--- src/rtl/uop_pkg.sv ---
// uop_pkg: shared micro-op definitions and queue sizing constants used by the
// decode -> dispatch instruction queue.
//   uop_insn        packed decoded micro-op carried through the queue
//   INSTR_Q_DEPTH   number of queue entries
//   INSTR_Q_WIDTH   maximum uops accepted from decode per cycle
//   DISPATCH_WIDTH  maximum uops handed to dispatch per cycle
package uop_pkg;

  localparam int INSTR_Q_DEPTH  = 16;
  localparam int INSTR_Q_WIDTH  = 2;
  localparam int DISPATCH_WIDTH = 2;

  typedef struct packed {
    logic [31:0] pc;
    logic [31:0] raw;
  } uop_insn;

endpackage

--- src/rtl/iq_storage.sv ---
// iq_storage: register array backing the instruction queue.
//   clk_in   clock
//   wr_en    per-port write enable (WR_PORTS ports)
//   wr_idx   per-port write slot, always < DEPTH
//   wr_data  per-port write data
//   rd_idx   per-port read slot (RD_PORTS ports), always < DEPTH
//   rd_data  combinational read data
// Write ports must target distinct slots in any one cycle.
module iq_storage
  import uop_pkg::*;
#(
  parameter int DEPTH    = 16,
  parameter int WR_PORTS = 2,
  parameter int RD_PORTS = 2,
  parameter int PTR_W    = 4
) (
  input  logic             clk_in,
  input  logic             wr_en   [WR_PORTS],
  input  logic [PTR_W-1:0] wr_idx  [WR_PORTS],
  input  uop_insn          wr_data [WR_PORTS],
  input  logic [PTR_W-1:0] rd_idx  [RD_PORTS],
  output uop_insn          rd_data [RD_PORTS]
);

  uop_insn mem [DEPTH];

  // Data array carries no reset; validity is tracked by the controller.
  always_ff @(posedge clk_in) begin
    for (int i = 0; i < WR_PORTS; i++) begin
      if (wr_en[i]) begin
        mem[wr_idx[i]] <= wr_data[i];
      end
    end
  end

  always_comb begin
    for (int i = 0; i < RD_PORTS; i++) begin
      rd_data[i] = mem[rd_idx[i]];
    end
  end

endmodule

--- src/rtl/instr_queue_ctrl.sv ---
// instr_queue_ctrl: circular instruction queue between decode and dispatch.
//   clk_in            clock
//   rst_N_in          synchronous active-high reset
//   flush_in          discard all queued entries (error flags kept)
//   push_count_in     number of valid push slots, packed from slot 0
//   push_insn_in      uops to enqueue; slot 0 is oldest
//   ready_out         a full INSTR_Q_WIDTH group can be accepted this cycle
//   pop_count_in      number of head entries dispatch consumes this cycle
//   out_valid_count   number of valid entries on out_insn
//   out_insn          oldest entries; slot 0 is the head
//   occupancy_out     current entry count
//   overflow_err_out  sticky: push presented while ready_out was low
//   underflow_err_out sticky: pop_count_in exceeded out_valid_count
module instr_queue_ctrl #(
  parameter int INSTR_Q_DEPTH  = uop_pkg::INSTR_Q_DEPTH,
  parameter int INSTR_Q_WIDTH  = uop_pkg::INSTR_Q_WIDTH,
  parameter int DISPATCH_WIDTH = uop_pkg::DISPATCH_WIDTH
) (
  input  logic                                  clk_in,
  input  logic                                  rst_N_in,
  input  logic                                  flush_in,
  input  logic [$clog2(INSTR_Q_WIDTH+1)-1:0]    push_count_in,
  input  uop_pkg::uop_insn                      push_insn_in [INSTR_Q_WIDTH],
  output logic                                  ready_out,
  input  logic [$clog2(DISPATCH_WIDTH+1)-1:0]   pop_count_in,
  output logic [$clog2(DISPATCH_WIDTH+1)-1:0]   out_valid_count,
  output uop_pkg::uop_insn                      out_insn [DISPATCH_WIDTH],
  output logic [$clog2(INSTR_Q_DEPTH+1)-1:0]    occupancy_out,
  output logic                                  overflow_err_out,
  output logic                                  underflow_err_out
);

  localparam int PTR_W = (INSTR_Q_DEPTH > 1) ? $clog2(INSTR_Q_DEPTH) : 1;
  localparam int CNT_W = $clog2(INSTR_Q_DEPTH + 1);
  localparam int PSH_W = $clog2(INSTR_Q_WIDTH + 1);
  localparam int POP_W = $clog2(DISPATCH_WIDTH + 1);

  localparam logic [PTR_W:0]   DEPTH_W   = (PTR_W+1)'(INSTR_Q_DEPTH);
  localparam logic [CNT_W-1:0] READY_MAX = CNT_W'(INSTR_Q_DEPTH - INSTR_Q_WIDTH);
  localparam logic [CNT_W-1:0] DISP_CNT  = CNT_W'(DISPATCH_WIDTH);

  // Modular pointer add by compare-and-subtract so non power-of-two depths
  // never index past DEPTH-1. base < DEPTH and off <= DEPTH, so one subtract
  // is always enough.
  function automatic logic [PTR_W-1:0] mod_add(input logic [PTR_W-1:0] base,
                                               input logic [PTR_W:0]   off);
    logic [PTR_W:0] sum;
    sum = {1'b0, base} + off;
    if (sum >= DEPTH_W) begin
      sum = sum - DEPTH_W;
    end
    return sum[PTR_W-1:0];
  endfunction

  logic [PTR_W-1:0] head_q;
  logic [PTR_W-1:0] tail_q;
  logic [CNT_W-1:0] count_q;
  logic             ovf_q;
  logic             unf_q;

  logic [PSH_W-1:0] acc_push;
  logic [POP_W-1:0] valid_cnt;
  logic [POP_W-1:0] eff_pop;

  logic             wr_en  [INSTR_Q_WIDTH];
  logic [PTR_W-1:0] wr_idx [INSTR_Q_WIDTH];
  logic [PTR_W-1:0] rd_idx [DISPATCH_WIDTH];

  // Ready and output view depend on registered state only, so decode and
  // dispatch never see a combinational path through each other's counts.
  always_comb begin
    ready_out = (count_q <= READY_MAX);
    valid_cnt = (count_q < DISP_CNT) ? POP_W'(count_q) : POP_W'(DISPATCH_WIDTH);
    eff_pop   = (pop_count_in > valid_cnt) ? valid_cnt : pop_count_in;
    acc_push  = ready_out ? push_count_in : '0;
  end

  always_comb begin
    for (int i = 0; i < INSTR_Q_WIDTH; i++) begin
      wr_en[i]  = ready_out && !flush_in && (PSH_W'(i) < push_count_in);
      wr_idx[i] = mod_add(tail_q, (PTR_W+1)'(i));
    end
    for (int i = 0; i < DISPATCH_WIDTH; i++) begin
      rd_idx[i] = mod_add(head_q, (PTR_W+1)'(i));
    end
  end

  // Reset beats flush, flush beats push/pop. Flush keeps the sticky errors.
  always_ff @(posedge clk_in) begin
    if (rst_N_in) begin
      head_q  <= '0;
      tail_q  <= '0;
      count_q <= '0;
      ovf_q   <= 1'b0;
      unf_q   <= 1'b0;
    end else if (flush_in) begin
      head_q  <= '0;
      tail_q  <= '0;
      count_q <= '0;
    end else begin
      head_q  <= mod_add(head_q, (PTR_W+1)'(eff_pop));
      tail_q  <= mod_add(tail_q, (PTR_W+1)'(acc_push));
      count_q <= count_q + CNT_W'(acc_push) - CNT_W'(eff_pop);
      if (!ready_out && (push_count_in != '0)) begin
        ovf_q <= 1'b1;
      end
      if (pop_count_in > valid_cnt) begin
        unf_q <= 1'b1;
      end
    end
  end

  iq_storage #(
    .DEPTH    (INSTR_Q_DEPTH),
    .WR_PORTS (INSTR_Q_WIDTH),
    .RD_PORTS (DISPATCH_WIDTH),
    .PTR_W    (PTR_W)
  ) u_storage (
    .clk_in  (clk_in),
    .wr_en   (wr_en),
    .wr_idx  (wr_idx),
    .wr_data (push_insn_in),
    .rd_idx  (rd_idx),
    .rd_data (out_insn)
  );

  assign out_valid_count   = valid_cnt;
  assign occupancy_out     = count_q;
  assign overflow_err_out  = ovf_q;
  assign underflow_err_out = unf_q;

endmodule
--- config.mk ---
export PLATFORM = sky130hd
export DESIGN_NAME = instr_queue_ctrl
export DESIGN_NICKNAME = d
export VERILOG_FILES = /design/src/rtl/uop_pkg.sv /design/src/rtl/iq_storage.sv /design/src/rtl/instr_queue_ctrl.sv
export SDC_FILE = /design/constraint.sdc
export NUM_CORES = 2
export LEC_CHECK = 0
export BUFFER_PORTS_ARGS = -buffer_cell sky130_fd_sc_hd__clkbuf_2
export CORE_UTILIZATION = 57
export DETAILED_ROUTE_END_ITERATION = 10
export PLACE_DENSITY = 0.78
export SLEW_MARGIN = 20
export SYNTH_ARGS = -nofsm -noshare
export SYNTH_HDL_FRONTEND = slang
export SYNTH_HIERARCHICAL = 1
export SYNTH_SLANG_ARGS = --single-unit
--- constraint.sdc ---
create_clock -name clk_in -period 6.4 [get_ports clk_in]
set_input_delay 0.96 -clock clk_in [delete_from_list [all_inputs] [get_ports clk_in]]
set_output_delay 0.96 -clock clk_in [all_outputs]
set_load 0.1 [all_outputs]
==> reports/qor.log <==
qor: setup_path.cell_breakdown_of_the_critical_path nand3_1 > xnor2_1 > and2_4 > buf_4 > a22oi_1 > nand2_1 > clkbuf_2
qor: setup_path.cp_top_family simple AND/OR/NAND/NOR gates
qor: clock_tree.ctsResizeCount 0
qor: placed_design.dpl.hpwl 92.7 mm
qor: hold_path.startpoint_of_the_tightest_hold_check_path overflow_err_out
qor: yosys.synthesis.yosys.warnings 6
qor: placed_design.number_of_input_and_output_port_buffers_inserted 272
qor: yosys.synth-seq-cells 1,039
qor: clock_tree.clk_latency 690 ps
qor: finish.design.final.nets 3,731
qor: setup_path.critical-path-max-stage-delay 840 ps
qor: finish.utilization 63.7%
qor: setup_path.timing.critical_path.slowest_stage_cell sky130_fd_sc_hd__dfxtp_4
qor: timing.fin_skew 17.3 ps
qor: hold_path.whs_endpoint overflow_err_out
qor: yosys.synth_flop_cell sky130_fd_sc_hd__edfxtp_1
qor: detailed_routing.vias 36,700
qor: setup_path.crit_arrival 4700 ps
qor: yosys.synth_fa_ha_area_share 0.494%
qor: clock_tree.clock-root-buffer sky130_fd_sc_hd__clkbuf_16
qor: global_routing.antenna_found_initial 25
qor: yosys.synth_async_sr_flop_share 0%
qor: yosys.yosys.area_share.xor_xnor 0.162%
qor: yosys.synth.top_cells.by_area sky130_fd_sc_hd__edfxtp_1 52%, sky130_fd_sc_hd__mux4_2 19%, sky130_fd_sc_hd__mux2_2 17%
qor: yosys.yosys-top-cells-count 1,024 x sky130_fd_sc_hd__edfxtp_1, 905 x sky130_fd_sc_hd__mux2_2, 512 x sky130_fd_sc_hd__mux4_2
qor: detailed_routing.firstDrtPassIters 6
qor: setup_path.cp_data_required_time 5440 ps
qor: detailed_routing.finalWirelength 180 mm
qor: detailed_routing.routedWlPerCell 35.6 um
qor: timing.worst-slew-pin-transition 1200 ps
qor: yosys.post_synth_instance_area 59,300 sq um
qor: yosys.yosys-mux-area-fraction 38.9%
qor: timing.final-max-slew-violation-count 0
qor: pwr.irDropWorstVdd 0.000397 V
qor: detailed_routing.post_drt_via_cell_ratio 7.28
qor: finish.layout_area_overhead 10.1%
qor: global_routing.global_route.usage.total 33.7%
qor: pwr.power.static_leakage 0.0210 uW
qor: timing.maxSlewHeadroom 19.9%
qor: outcome.run_status finished clean
qor: global_routing.grt_start_max_net_pins 117
qor: setup_path.timing.critical_path.fanout_max 41
qor: hold_path.min_path_cells 1
qor: setup_path.timing.setup.critical_path_class flip-flop to output port
qor: yosys.yosysUniqueCellTypes 43
qor: placed_design.placedCellCount 4,831
qor: die.floorplan.die_area 105,000 sq um
qor: timing.rsz0062_at_grt no
qor: yosys.synth-simple-area-share 1.50%
qor: hold_path.hp-class flip-flop to flip-flop
qor: global_routing.global_route_wire_length_before_repair 257 mm
qor: timing.post-route-period-util 88.4%
qor: clock_tree.cts.sink_count 1,039
qor: global_routing.grt.overflow.total 0
qor: pwr.power_density 357 nW/um^2
qor: yosys.synth_most_common_cell sky130_fd_sc_hd__edfxtp_1
qor: yosys.synth_top_area_cell sky130_fd_sc_hd__edfxtp_1
qor: pwr.power 23,300 uW
qor: yosys.synth_nets 3,667
qor: setup_path.worst_r2r_endpoint u_storage/mem[3][37]
qor: setup_path.worst-r2r-setup-slack 1910 ps
qor: yosys.syn-instance-count 3,511
qor: detailed_routing.drtAntennaViolNets 0
qor: setup_path.cp-end-kind output port
qor: clock_tree.clk_buf_depth 3
qor: detailed_routing.initialDrtViolationCount 4,544
qor: yosys.synth-edff-count 1,024
qor: die.core 102,000 sq um
qor: clock_tree.post_cts_buffers 0
qor: clock_tree.cts-htree-levels 3
qor: timing.max_freq 177 MHz
qor: yosys.synth-seq-area-share 52.4%
qor: die.starting_utilization_of_the_core_area 57.9%
qor: placed_design.final_weighted_congestion_in_routability_driven_placement 0.809
qor: yosys.synth-compound-area-share 3.54%
qor: setup_path.worstSetupStartpointType flip-flop
qor: timing.final.min_clock_period 5660 ps
qor: setup_path.count_of_buffer_and_inverter_cells_on_the_critical_path 2
qor: yosys.synth_top_family_by_area multiplexers
qor: timing.fin_ws 741 ps
qor: finish.final_layout_size_suffix_gt1_share 53.6%
qor: clock_tree.cts.hold.buffers_added 0
qor: setup_path.timing.rr.start occupancy_out[2]
qor: detailed_routing.drcViolationCount 0
qor: clock_tree.tritoncts_clock_tree done
qor: yosys.synth.top_cell.area_share 51.8%
qor: placed_design.pre_cts_slack 1630 ps
qor: setup_path.ff2ff_path_depth 10
qor: timing.timing.final.setup_violations 0
qor: timing.finalHoldViolations 0
qor: die.num_rows 117
qor: clock_tree.numCtsBuffers 110
qor: yosys.syn_area_per_cell 16.9 sq um
qor: job.drv.max_cap_violation_count 0
qor: clock_tree.worst_setup_hold_path_clk_slew 60 ps
qor: finish.final-instance-count-excl-fill 5,046
qor: die.io_pins 273
qor: die.die-height 325 um
qor: die.die_w 325 um
qor: global_routing.grt_pass1_vias 37,600
## flip-flops by register name, indices dropped and copies added (netlist names)
| name | count |
|---|---|
| tail_q | 4 |
| u_storage/mem | 1024 |
| head_q | 4 |
| occupancy_out | 5 |
| overflow_err_out | 1 |
| underflow_err_out | 1 |
## stage by stage
| stage | hold WS (ps) | instance area (sq um) | TNS, ps |
|---|---|---|---|
| 2_1_floorplan | 560 | 59400 | -101790 |
| 4_1_cts | 476 | 65300 | 0 |
| 6_report | 475 | 65300 | 0 |
| 5_1_grt | 513 | 65300 | 0 |
| 3_3_place_gp | 457 | 61900 | 0 |
| 3_5_place_dp | 463 | 62000 | 0 |
## layout by cell type (no fill, tap or decap), drive strengths merged
cell and count:
nor2 25, nand2b 8, ha 17, o21ai 7, and3 1, a21oi 5
dfxtp 15, o21a 1, clkbuf 417, bufinv 3, mux2 1025, nor2b 7
diode 12, o21bai 1, edfxtp 1024, nor3b 2, nor3 1, or3b 1
a22oi 256, a22o 1, inv 21, xnor2 6, or3 2, clkinv 48
a21o 2, clkinvlp 4, nand3b 4, o22ai 9, nand3 6, buf 82
mux4 512, fa 4, nand2 133, a41oi 2, xor2 5, or2 2
and2 7
## cell families (layout without fill, tap and decap cells)
kind of cell,Yosys count,after routing
compound gates,284,284
other cells,0,12
fa+ha+maj,21,21
flops,1039,1039
mux,1537,1537
xor+xnor,11,11
simple gates,199,199
buf+inv,420,575
## worst reg2reg max path, cell delays in order, from the launching register on
cell	delay (ps)
sky130_fd_sc_hd__dfxtp_1	440
sky130_fd_sc_hd__ha_1	190
sky130_fd_sc_hd__nand2b_1	70
sky130_fd_sc_hd__a41oi_2	300
sky130_fd_sc_hd__nand2_1	180
sky130_fd_sc_hd__nor2_1	380
sky130_fd_sc_hd__nor3b_2	570
sky130_fd_sc_hd__nor2b_4	260
sky130_fd_sc_hd__buf_4	770
sky130_fd_sc_hd__buf_4	630
sky130_fd_sc_hd__mux2_2	430
## how the worst max path moves through the flow
stage                           startpoint                   end  slack (ps)  cells after the start
after floorplan           occupancy_out[2]  u_storage/mem[13][0]        -500                      7
after global placement           head_q[1]          out_insn[39]        1700                      7
after detailed placement         head_q[1]          out_insn[63]        1630                      7
after CTS                        head_q[1]          out_insn[46]         850                      7
after global routing             head_q[1]          out_insn[46]         680                      7
final                            head_q[1]          out_insn[63]         740                      7
## power breakdown
| part | total, uW | internal (uW) | switching (uW) |
|---|---|---|---|
| clock | 6000 | 3300 | 2700 |
| sequential | 7890 | 7730 | 157 |
| combinational | 9390 | 3030 | 6360 |
## final cells by class
class | instances | area (sq um)
diodes | 12 | 30.0
clock buffers | 145 | 2910
clock inverters | 58 | 378
fillers | 7267 | 37200
inverters | 18 | 75.1
multi-input cells | 2052 | 26800
flip-flops and latches | 1039 | 31100
well taps | 1368 | 1710
repair buffers | 354 | 2300
## routing by layer
layer / up-vias / global-route usage (%) / part of all wire, %
li1: 14700 / - / -
met1: 19000 / 43.5 / 35
met2: 2516 / 55.9 / 49
met3: 504 / 6.14 / 11
met4: 26 / 14.6 / 4.4
met5: - / 0 / 0.086
Power figures use the tool's default switching activity.
